`config.mk`:
```
export PLATFORM = sky130hd
export DESIGN_NAME = ahb_bm_dma_com_input_stage_flat
export DESIGN_NICKNAME = d
export VERILOG_FILES = /design/src/rtl/ahb_bm_dma_com_input_stage_pkg.sv /design/src/rtl/ahb_bm_dma_com_input_stage_if.sv /design/src/rtl/ahb_bm_dma_com_input_stage.sv /design/src/flat_wrapper.sv
export SDC_FILE = /design/constraint.sdc
export NUM_CORES = 1
export LEC_CHECK = 0
export CAP_MARGIN = 15
export CELL_PAD_IN_SITES_DETAIL_PLACEMENT = 0
export CELL_PAD_IN_SITES_GLOBAL_PLACEMENT = 1
export CORE_MARGIN = 3
export CORE_UTILIZATION = 30
export DETAILED_ROUTE_END_ITERATION = 10
export GPL_TIMING_DRIVEN = 1
export HOLD_SLACK_MARGIN = 0.05
export MAX_ROUTING_LAYER = met4
export PLACE_DENSITY = 0.69
export SKIP_CTS_REPAIR_TIMING = 1
export SYNTH_ARGS = -nofsm -noshare
export SYNTH_HDL_FRONTEND = slang
export SYNTH_SLANG_ARGS = --single-unit
```
`constraint.sdc`:
```
create_clock -name HCLK -period 2.85 [get_ports HCLK]
set_input_delay 0.855 -clock HCLK [delete_from_list [all_inputs] [get_ports HCLK]]
set_output_delay 0.855 -clock HCLK [all_outputs]
set_load 0.03 [all_outputs]
```
`src/rtl/ahb_bm_dma_com_input_stage_pkg.sv`:
```
// Shared AHB encodings and default widths for the DMA/COM bus matrix.
package ahb_bm_pkg;

  localparam int unsigned ADDR_W_DEF = 32;
  localparam int unsigned PROT_W_DEF = 4;

  typedef enum logic [1:0] {
    HTRANS_IDLE   = 2'b00,
    HTRANS_BUSY   = 2'b01,
    HTRANS_NONSEQ = 2'b10,
    HTRANS_SEQ    = 2'b11
  } htrans_e;

  typedef enum logic [1:0] {
    HRESP_OKAY  = 2'b00,
    HRESP_ERROR = 2'b01,
    HRESP_RETRY = 2'b10,
    HRESP_SPLIT = 2'b11
  } hresp_e;

endpackage

```
`src/rtl/ahb_bm_dma_com_input_stage_if.sv`:
```
// AHB master-port bundle between a bus master and its matrix input stage.
interface ahb_bm_dma_com_input_stage_if
  import ahb_bm_pkg::*;
#(
  parameter int unsigned ADDR_W = ADDR_W_DEF,
  parameter int unsigned PROT_W = PROT_W_DEF
);
  logic              HSELS;
  logic [ADDR_W-1:0] HADDRS;
  logic [1:0]        HTRANSS;
  logic              HWRITES;
  logic [2:0]        HSIZES;
  logic [2:0]        HBURSTS;
  logic [PROT_W-1:0] HPROTS;
  logic              HREADYS;
  logic              HREADYOUTS;
  logic [1:0]        HRESPS;

  modport master (
    output HSELS, HADDRS, HTRANSS, HWRITES, HSIZES, HBURSTS, HPROTS, HREADYS,
    input  HREADYOUTS, HRESPS
  );

  modport slave (
    input  HSELS, HADDRS, HTRANSS, HWRITES, HSIZES, HBURSTS, HPROTS, HREADYS,
    output HREADYOUTS, HRESPS
  );
endinterface

```
`src/rtl/ahb_bm_dma_com_input_stage.sv`:
```
// Matrix input stage: holds an address phase the output stage cannot take yet,
// presents live or held transfer to the decoder, and returns HREADY/HRESP.
module ahb_bm_dma_com_input_stage
  import ahb_bm_pkg::*;
#(
  parameter int unsigned ADDR_W = ADDR_W_DEF,
  parameter int unsigned PROT_W = PROT_W_DEF
) (
  input  logic              HCLK,
  input  logic              HRESETn,
  ahb_bm_dma_com_input_stage_if.slave s,
  output logic              sel_dec,
  output logic [ADDR_W-1:0] addr_dec,
  output logic [1:0]        trans_dec,
  output logic              write_dec,
  output logic [2:0]        size_dec,
  output logic [2:0]        burst_dec,
  output logic [PROT_W-1:0] prot_dec,
  output logic              held_tran,
  input  logic              active_dec,
  input  logic              readyout_dec,
  input  logic [1:0]        resp_dec
);

  logic              r_pend;
  logic              r_dphase;
  logic [ADDR_W-1:0] r_addr;
  logic [1:0]        r_trans;
  logic              r_write;
  logic [2:0]        r_size;
  logic [2:0]        r_burst;
  logic [PROT_W-1:0] r_prot;

  logic w_trans_req;
  logic w_accept;

  assign w_trans_req = s.HSELS & s.HREADYS & s.HTRANSS[1];
  assign w_accept    = active_dec & readyout_dec;

  always_ff @(posedge HCLK or negedge HRESETn) begin
    if (!HRESETn) begin
      r_pend   <= 1'b0;
      r_dphase <= 1'b0;
      r_addr   <= '0;
      r_trans  <= '0;
      r_write  <= 1'b0;
      r_size   <= '0;
      r_burst  <= '0;
      r_prot   <= '0;
    end else begin
      if (w_trans_req && !w_accept) begin
        r_pend  <= 1'b1;
        r_addr  <= s.HADDRS;
        r_trans <= s.HTRANSS;
        r_write <= s.HWRITES;
        r_size  <= s.HSIZES;
        r_burst <= s.HBURSTS;
        r_prot  <= s.HPROTS;
      end else if (r_pend && w_accept) begin
        r_pend <= 1'b0;
      end
      // Data phase is frozen while the slave inserts wait states.
      if (readyout_dec || !r_dphase) begin
        r_dphase <= w_accept & (r_pend | w_trans_req);
      end
    end
  end

  always_comb begin
    if (r_pend) begin
      sel_dec   = 1'b1;
      addr_dec  = r_addr;
      trans_dec = r_trans;
      write_dec = r_write;
      size_dec  = r_size;
      burst_dec = r_burst;
      prot_dec  = r_prot;
    end else begin
      sel_dec   = s.HSELS;
      addr_dec  = s.HADDRS;
      trans_dec = s.HTRANSS;
      write_dec = s.HWRITES;
      size_dec  = s.HSIZES;
      burst_dec = s.HBURSTS;
      prot_dec  = s.HPROTS;
    end
  end

  assign held_tran = r_pend;

  always_comb begin
    s.HREADYOUTS = 1'b1;
    s.HRESPS     = HRESP_OKAY;
    if (r_pend) begin
      s.HREADYOUTS = 1'b0;
    end else if (r_dphase) begin
      s.HREADYOUTS = readyout_dec;
    end
    if (r_dphase) begin
      s.HRESPS = resp_dec;
    end
  end

  // A held transfer stalls the master, so a new request cannot coincide with it.
  a_no_load_while_pend: assert property (
    @(posedge HCLK) disable iff (!HRESETn) !(r_pend && w_trans_req)
  );

endmodule

```
`src/flat_wrapper.sv`:
```
// flat-port wrapper written by rule: the top's interface ports become plain ports
module ahb_bm_dma_com_input_stage_flat import ahb_bm_pkg::*;
#(
  parameter int unsigned ADDR_W = ADDR_W_DEF,
  parameter int unsigned PROT_W = PROT_W_DEF
)
  (HCLK, HRESETn, sel_dec, addr_dec, trans_dec, write_dec, size_dec, burst_dec, prot_dec, held_tran, active_dec, readyout_dec, resp_dec, s_HSELS, s_HADDRS, s_HTRANSS, s_HWRITES, s_HSIZES, s_HBURSTS, s_HPROTS, s_HREADYS, s_HREADYOUTS, s_HRESPS);
  ahb_bm_dma_com_input_stage_if #(.ADDR_W(ADDR_W), .PROT_W(PROT_W)) s_i ();
  input  logic HCLK;
  input  logic HRESETn;
  output logic sel_dec;
  output logic [ADDR_W-1:0] addr_dec;
  output logic [1:0] trans_dec;
  output logic write_dec;
  output logic [2:0] size_dec;
  output logic [2:0] burst_dec;
  output logic [PROT_W-1:0] prot_dec;
  output logic held_tran;
  input  logic active_dec;
  input  logic readyout_dec;
  input  logic [1:0] resp_dec;
  input wire logic [$bits(s_i.HSELS)-1:0] s_HSELS;
  input wire logic [$bits(s_i.HADDRS)-1:0] s_HADDRS;
  input wire logic [$bits(s_i.HTRANSS)-1:0] s_HTRANSS;
  input wire logic [$bits(s_i.HWRITES)-1:0] s_HWRITES;
  input wire logic [$bits(s_i.HSIZES)-1:0] s_HSIZES;
  input wire logic [$bits(s_i.HBURSTS)-1:0] s_HBURSTS;
  input wire logic [$bits(s_i.HPROTS)-1:0] s_HPROTS;
  input wire logic [$bits(s_i.HREADYS)-1:0] s_HREADYS;
  output wire logic [$bits(s_i.HREADYOUTS)-1:0] s_HREADYOUTS;
  output wire logic [$bits(s_i.HRESPS)-1:0] s_HRESPS;
  assign s_i.HSELS = s_HSELS;
  assign s_i.HADDRS = s_HADDRS;
  assign s_i.HTRANSS = s_HTRANSS;
  assign s_i.HWRITES = s_HWRITES;
  assign s_i.HSIZES = s_HSIZES;
  assign s_i.HBURSTS = s_HBURSTS;
  assign s_i.HPROTS = s_HPROTS;
  assign s_i.HREADYS = s_HREADYS;
  assign s_HREADYOUTS = s_i.HREADYOUTS;
  assign s_HRESPS = s_i.HRESPS;
  ahb_bm_dma_com_input_stage #(.ADDR_W(ADDR_W), .PROT_W(PROT_W)) u_core (.HCLK(HCLK), .HRESETn(HRESETn), .s(s_i), .sel_dec(sel_dec), .addr_dec(addr_dec), .trans_dec(trans_dec), .write_dec(write_dec), .size_dec(size_dec), .burst_dec(burst_dec), .prot_dec(prot_dec), .held_tran(held_tran), .active_dec(active_dec), .readyout_dec(readyout_dec), .resp_dec(resp_dec));
endmodule
```
==> qor.txt, run 1 <==
drt wl/cell = 14.2 um
switching share of total power = 0.314
clock share of power = 0.182
final instance area = 3620 um^2
Mapped Area = 2480 um^2
Buf/Inv on CP = 3
detailed placer's ending HPWL = 3.82 mm
Slowest-stage cell, CP = clkdlybuf4s50_1
Final Util = 0.459
PwrDens = 582 nW/um^2
clock root buffer = clkbuf_8
initial DRC count = 38
Overall Global Routing Usage = 0.119
DRC = 0
main area contributors after synthesis = dfrtp_1, mux2_4, mux2_2, buf_6, buf_2
Max H-tree Level = 2
GP Congestion = 0.711
combinational share of power = 0.400
fill count = 730
register area share after synthesis = 0.475
Multi-input gate area = 1230 um^2
n_diodes = 0
Worst-path clk slew = 80 ps
CTS tree = yes
DIE WIDTH = 96.9 um
DR pass1 iterations = 4
FF+latch area = 1180 um^2
CP Class = input port to output pin
placed inst area = 3530 um^2
DR vias = 1,587
Routed WL = 5.21 mm
crit share post-route = 0.949
syn avg cell area = 15.9 um^2
initial antenna violation count = 0
CTS buffer count = 5
Synth area leader = dfrtp_1
CP cell instances = clkdlybuf4s50_1 -> inv_1 -> a21oi_1 -> buf_12
largest net degree at the start of global routing = 24
Initial Util = 0.314
Cell variety after synth = 14
Top delay family on crit path = buffers and inverters
Core Rows = 32
asr flop ratio synth = 1.00
leak pwr = 0.00169 uW
Worst EP required = 2000 ps
RSZ-0062 raised after global routing = no
# setup viols final = 0
Worst Tran Pin Value = 362 ps
most frequent cell after synthesis = mux2_2
sequential power share = 0.418
clock sink count = 47
Die H = 96.9 um
grt ovf = 0
Int Pwr = 1440 uW
hold crit path type = input port to asynchronous set/reset pin
# IOs = 103
Top FF cell, synth = dfrtp_1
Final Skew = 0.521 ps
Synth-to-Final Area Change = 46.1%
synth cell count leaders = mux2_2, dfrtp_1, mux2_4
vias in the first global route = 1,764
Die ar. = 9380 um^2
Layout Nets = 316
outcome = completed
Synth Register Bits = 47
final hold vios = 0
crit path DAT = 1850 ps
crit path capture type = output pin
Max VDD drop = 224 uV
net switching power = 660 uW
Max Clk Rate = 370 MHz
clock buffer depth = 2
fin crit period = 2710 ps
Via density = 4.34
CP startpoint kind = input port
Syn Nets = 209
Max Cap Violations = 0
worst rel slew slack = 0.758
Post-synth EDFFs = 0
ANT nets after route = 0
fraction of layout cells with a size suffix above 1 = 0.587
slowest stage delay, CP = 520 ps
Clk Latency, worst-skew pair = 290 ps
Synth top area share = 0.475
crit-path max FO = 3
Gate Count Post-Synth = 156
Slew Viols, Final = 0
core area = 7890 um^2
Synth warnings = 0
# port buffers = 102
first-pass GRT wire length = 8.90 mm
## power by group through the flow
stage / clock, uW / combinational (uW) / sequential, uW
after detailed placement: 0 / 856 / 885
final: 384 / 842 / 879
after global routing: 433 / 894 / 899
after floorplan: 0 / 574 / 866
after global placement: 0 / 851 / 885
after CTS: 400 / 858 / 878
## layout make-up
class	instances	area share
clock buffer	7	0.0211
clock inverter	1	0.00138
inverter	1	0.00104
multi-input combinational	99	0.339
sequential	47	0.325
tap	102	0.0353
timing repair buffer	109	0.277
## per-layer routing
layer	GRT usage	part of all wire	vias to the layer above
met5	-	0	-
met4	0.0389	0.0081	0
met3	0.0332	0.064	4
met2	0.182	0.47	53
met1	0.152	0.46	753
li1	-	-	777
## metrics by stage
step	setup TNS [ps]	total power (uW)	cells	hold slack, ps	worst slack, ps
finish	0	2100	366	393	144
detailed placement	-138	1740	358	476	-138
global route	0	2230	366	386	91.9
global placement	-134	1740	358	482	-134
floorplan	0	1440	156	428	559
CTS	-136	2140	366	390	-136
## registers in the layout, indices dropped and copies added, names as in the netlist
name / flops
u_core.r_addr: 32
u_core.r_prot: 4
u_core.r_burst: 3
u_core.r_size: 3
u_core.r_trans: 2
u_core.held_tran: 1
u_core.r_dphase: 1
u_core.r_write: 1
## cells in the final DEF, fill, tap and decap left out
master and count:
dfrtp_2 1, buf_4 51, a31oi_1 1, mux2_4 39, clkinv_2 1, buf_12 4, inv_1 1, dlymetal6s2s_1 1
dfrtp_1 46, and2_1 2, or2_2 1, mux2_2 50, clkbuf_8 5, clkdlybuf4s50_1 52, clkbuf_1 2, nand4_4 1
nand2_2 1, buf_2 1, a21oi_1 2, o2bb2ai_1 1, nand2b_1 1
## final timing paths
kind                                               start                            end  slack (ps)  depth (start not counted)
setup reg to reg            u_core.held_tran$_DFFE_PN0P_    u_core.r_dphase$_DFFE_PN0P_        1910                          2
hold reg to reg            u_core.r_trans[1]$_DFFE_PN0P_  u_core.r_trans[1]$_DFFE_PN0P_         490                          1
min in group HCLK          u_core.r_trans[1]$_DFFE_PN0P_  u_core.r_trans[1]$_DFFE_PN0P_         490                          1
hold / removal                                   HRESETn   u_core.r_addr[5]$_DFFE_PN0P_         390                          1
max in group asynchronous                        HRESETn  u_core.r_addr[30]$_DFFE_PN0P_        1940                          2
setup / recovery                            readyout_dec                   s_HREADYOUTS         140                          4
## cells by family after synthesis
kind of cell | after synthesis | synth area share
AO/OA/AOI/OAI | 4 | 0.0101
multiplexers | 89 | 0.464
AND/OR/NAND/NOR | 6 | 0.0212
flip-flops | 47 | 0.475
buffers and inverters | 10 | 0.0298
Note: power is estimated with default switching activity, not from simulation.
==> run 2: changes to the inputs <==
- ABC_AREA: not set -> 1
- CTS_BUF_LIST: not set -> sky130_fd_sc_hd__clkbuf_4 sky130_fd_sc_hd__clkbuf_8
- PLACE_DENSITY: 0.69 -> 0.8
==> run 2 against run 1 <==
Effect of this change:
- first-iteration DRC count grew to 3.4 times the previous value
- synthesized cell count grew 130%
- clock skew up 1.2 ps
- design area fell by 3.6%
- highest routed layer unchanged
==> qor.txt, run 2 <==
Synth area leader = dfrtp_1
Initial Util = 0.311
top sig layer = met4
Post-synth EDFFs = 0
CP startpoint kind = input port
Metal-1 WL = 2.87 mm
commonest non-fill, non-tap cell in the layout = nand2_1
Final Skew = 1.73 ps
Slew Viols, Final = 0
Synth-to-Final Area Change = 43.6%
Gate Count Post-Synth = 353
initial antenna violation count = 0
crit path capture type = output pin
Syn Nets = 406
CTS tree = yes
clock buffer depth = 2
PwrDens = 575 nW/um^2
asr flop ratio synth = 1.00
FF+latch area = 1180 um^2
Synth warnings = 0
core area = 7810 um^2
Layout Nets = 504
final hold vios = 0
fin crit period = 2650 ps
Die H = 96.0 um
register area share after synthesis = 0.485
synth cell count leaders = nand2_1, dfrtp_1, buf_6
CP Class = input port to output pin
met3 WL = 369 um
Overall Global Routing Usage = 0.145
first-pass GRT wire length = 10.3 mm
largest net degree at the start of global routing = 47
Reg with most FFs = u_core.r_addr
most frequent cells in the layout = nand2_1, buf_4, clkdlybuf4s50_1
fraction of layout cells with a size suffix above 1 = 0.159
fill count = 803
# port buffers = 102
detailed placer's ending HPWL = 4.27 mm
Mapped Area = 2430 um^2
DR pass1 iterations = 4
Worst Tran Pin Value = 774 ps
Routed WL = 6.21 mm
crit share post-route = 0.931
Setup TNS Final = 0 ps
DIE WIDTH = 96.0 um
main area contributors after synthesis = dfrtp_1, nand2_1, buf_6, buf_2, nor2_8
Die ar. = 9210 um^2
Via density = 4.36
Max Clk Rate = 377 MHz
most frequent cell after synthesis = nand2_1
initial DRC count = 131
grt ovf = 0
Worst EP required = 2000 ps
DRC = 0
worst rel slew slack = 0.484
PnR worst setup slack = 196 ps
Min Hold Slack = 472 ps
GP Congestion = 0.730
Synth Register Bits = 47
ANT nets after route = 0
Final Util = 0.446
syn avg cell area = 6.88 um^2
leak pwr = 0.00197 uW
# setup viols final = 0
Clk Latency, worst-skew pair = 300 ps
Max H-tree Level = 2
Max VDD drop = 249 uV
outcome = completed
Synth top area share = 0.485
Largest regs = u_core.r_addr: 32 flops, u_core.r_prot: 4 flops
crit-path max FO = 2
DR vias = 2,416
Cell variety after synth = 14
RSZ-0062 raised after global routing = no
Worst-path clk slew = 90 ps
CTS buffer count = 5
Max Cap Violations = 0
vias in the first global route = 2,181
Multi-input gate area = 1090 um^2
# IOs = 103
clock sink count = 47
dpl ws = -161 ps
crit path DAT = 1800 ps
hold crit path type = flip-flop to flip-flop
n_diodes = 0
drt wl/cell = 11.2 um
Top FF cell, synth = dfrtp_1
Core Rows = 32
Largest register FFs = 32
clock root buffer = clkbuf_8
Met2 Routed Length = 2.89 mm
run 2: per-layer routing:
layer / global-route usage / vias to the layer above
met3: 0.0274 / 4
met4: 0.0391 / 0
met2: 0.232 / 70
met1: 0.188 / 1101
li1: - / 1241
met5: - / -
run 2: worst paths after layout:
path	startpoint	to	slack, ps	depth (start not counted)
min in group asynchronous	HRESETn	u_core.r_addr[17]$_DFFE_PN0P_	620	1
setup / recovery	s_HSELS	sel_dec	200	3
max in group asynchronous	HRESETn	u_core.r_addr[25]$_DFFE_PN0P_	1540	2
setup reg to reg	u_core.held_tran$_DFFE_PN0P_	u_core.r_dphase$_DFFE_PN0P_	1740	5
hold reg to reg	u_core.r_trans[1]$_DFFE_PN0P_	u_core.r_trans[1]$_DFFE_PN0P_	470	2
hold / removal	u_core.r_trans[1]$_DFFE_PN0P_	u_core.r_trans[1]$_DFFE_PN0P_	470	2
run 2: cells by family after synthesis:
kind of cell / after synthesis / share of synthesized area
flops: 47 / 0.485
buf+inv: 24 / 0.0644
simple gates: 279 / 0.445
compound gates: 3 / 0.00618
run 2: area by class of cell:
class,count,area share
inverter,7,0.00754
clock buffer,7,0.0276
multi-input combinational,282,0.314
timing repair buffer,108,0.274
sequential,47,0.338
tap,102,0.0366
clock inverter,1,0.00215
run 2: power by group:
part / total (uW) / switching (uW) / internal, uW / leakage [uW]
Combinational: 716 / 433 / 283 / 0.00133
Clock: 440 / 219 / 221 / 0.0000505
Sequential: 850 / 66.3 / 784 / 0.000584
Total: 2010 / 718 / 1290 / 0.00197
run 2: through the flow:
| stage | power [uW] | std cells | cell area, um^2 |
|---|---|---|---|
| finish | 2010 | 554 | 3490 |
| global route | 2150 | 554 | 3490 |
| CTS | 2040 | 554 | 3480 |
| detailed placement | 1590 | 546 | 3380 |
| global placement | 1580 | 546 | 3380 |
| floorplan | 1290 | 353 | 2430 |
run 2: worst max-delay path: stages:
cell	delay, ps
clkdlybuf4s50_1	430
or2_2	280
dlymetal6s2s_1	240
==> run 3: changes to the inputs <==
- DONT_BUFFER_PORTS: not set -> 1
- PLACE_DENSITY: 0.8 -> 0.56
- SLEW_MARGIN: not set -> 20
- clock period: 2.85 -> 2.8 ns (I/O delays scaled with it)
==> run 3 against run 2 <==
Effect of this change:
- utilization down 12 points
- sequential power up 0.9%
- largest cell class unchanged
- worst hold slack worse by 240 ps
- critical endpoint is now size_dec[0]
==> qor.txt, run 3 (synthesis results as in run 2) <==
Overall Global Routing Usage = 0.137
CTS buffer count = 5
initial DRC count = 70
Worst Tran Pin Value = 926 ps
Largest regs = u_core.r_addr: 32 flops, u_core.r_prot: 4 flops
CP Class = flip-flop to output pin
placed inst area = 2480 um^2
CTS tree = yes
crit path DAT = 1590 ps
Via density = 4.44
clock buffer depth = 2
detailed placer's ending HPWL = 3.82 mm
Worst EP required = 1960 ps
FF+latch area = 1180 um^2
first-pass GRT wire length = 9.53 mm
Setup TNS Final = 0 ps
clock sink count = 47
DR pass1 iterations = 4
core area = 7810 um^2
Slew Viols, Final = 0
crit path capture type = output pin
Routed WL = 5.98 mm
GP Congestion = 0.662
# IOs = 103
Worst-path clk slew = 80 ps
Max Clk Rate = 412 MHz
Max Cap Violations = 0
crit-path max FO = 25
Final Skew = 2.78 ps
Max H-tree Level = 2
most frequent cells in the layout = nand2_1, dfrtp_1, clkbuf_8
n_diodes = 0
initial antenna violation count = 0
RSZ-0062 raised after global routing = no
fin crit period = 2430 ps
DIE WIDTH = 96.0 um
largest net degree at the start of global routing = 48
Clk Latency, worst-skew pair = 290 ps
clock root buffer = clkbuf_8
worst rel slew slack = 0.380
leak pwr = 0.00151 uW
Multi-input gate area = 1090 um^2
fill count = 878
Reg with most FFs = u_core.r_addr
commonest non-fill, non-tap cell in the layout = nand2_1
outcome = completed
Largest register FFs = 32
final hold vios = 0
# port buffers = 0
hold crit path type = input port to asynchronous set/reset pin
Die ar. = 9210 um^2
# setup viols final = 0
final instance area = 2580 um^2
Layout Nets = 401
Synth-to-Final Area Change = 6.29%
Initial Util = 0.311
Max VDD drop = 216 uV
ANT nets after route = 0
DR vias = 2,003
CP startpoint kind = flip-flop
Core Rows = 32
DRC = 0
drt wl/cell = 13.3 um
vias in the first global route = 1,944
Die H = 96.0 um
grt ovf = 0
crit share post-route = 0.867
PwrDens = 705 nW/um^2
fraction of layout cells with a size suffix above 1 = 0.0630
run 3: changes by cell type in the layout (fill, tap and decap cells not counted):
cell,change
buf_2,-1
buf_4,-49
clkbuf_4,+1
clkdlybuf4s50_1,-52
clkinvlp_4,-1
dlymetal6s2s_1,-1
run 3: worst paths after layout:
path | slack [ps] | endpoint | cells after the start | from
min | 230 | u_core.r_prot[1]$_DFFE_PN0P_ | 0 | HRESETn
max in group asynchronous | 2470 | u_core.r_addr[2]$_DFFE_PN0P_ | 0 | HRESETn
min in group HCLK | 470 | u_core.r_trans[1]$_DFFE_PN0P_ | 2 | u_core.r_trans[1]$_DFFE_PN0P_
max reg2reg | 1540 | u_core.r_dphase$_DFFE_PN0P_ | 5 | u_core.held_tran$_DFFE_PN0P_
min reg2reg | 470 | u_core.r_trans[1]$_DFFE_PN0P_ | 2 | u_core.r_trans[1]$_DFFE_PN0P_
max | 370 | size_dec[0] | 4 | u_core.held_tran$_DFFE_PN0P_
run 3: metrics by stage:
step / utilization / power [uW] / std cells / setup slack (ps) / hold slack [ps]
5_1_grt: 0.330 / 1950 / 451 / 206 / 201
2_1_floorplan: - / 1310 / 353 / 400 / 434
6_report: 0.330 / 1820 / 451 / 373 / 234
3_5_place_dp: 0.317 / 1390 / 443 / 640 / 455
4_1_cts: 0.330 / 1860 / 451 / 296 / 215
3_3_place_gp: 0.317 / 1380 / 443 / 654 / 449
run 3: cell type report:
class                           instances  area share
Clock buffer                            8      0.0403
Inverter                                7      0.0102
Multi-Input combinational cell        282       0.424
Sequential cell                        47       0.456
Tap cell                              102      0.0495
Timing Repair Buffer                    5      0.0194
run 3: metal layers:
layer / part of all wire / wire length [um] / GRT usage / vias up
met5: 0 / 0 / - / -
met4: 0.0095 / 57 / 0.0355 / 0
met3: 0.061 / 364 / 0.0344 / 6
met2: 0.48 / 2870 / 0.227 / 63
met1: 0.45 / 2690 / 0.168 / 900
li1: - / - / - / 1034
run 3: worst max-delay path: stages, from the launching register on:
cell and delay (ps):
dfrtp_2 420, inv_2 360, buf_12 220, nand2_1 70
nand2_1 230
run 3: report_power, final:
part	internal, uW	switching, uW	total (uW)
clock	235	218	453
sequential	797	60.2	858
combinational	109	399	508
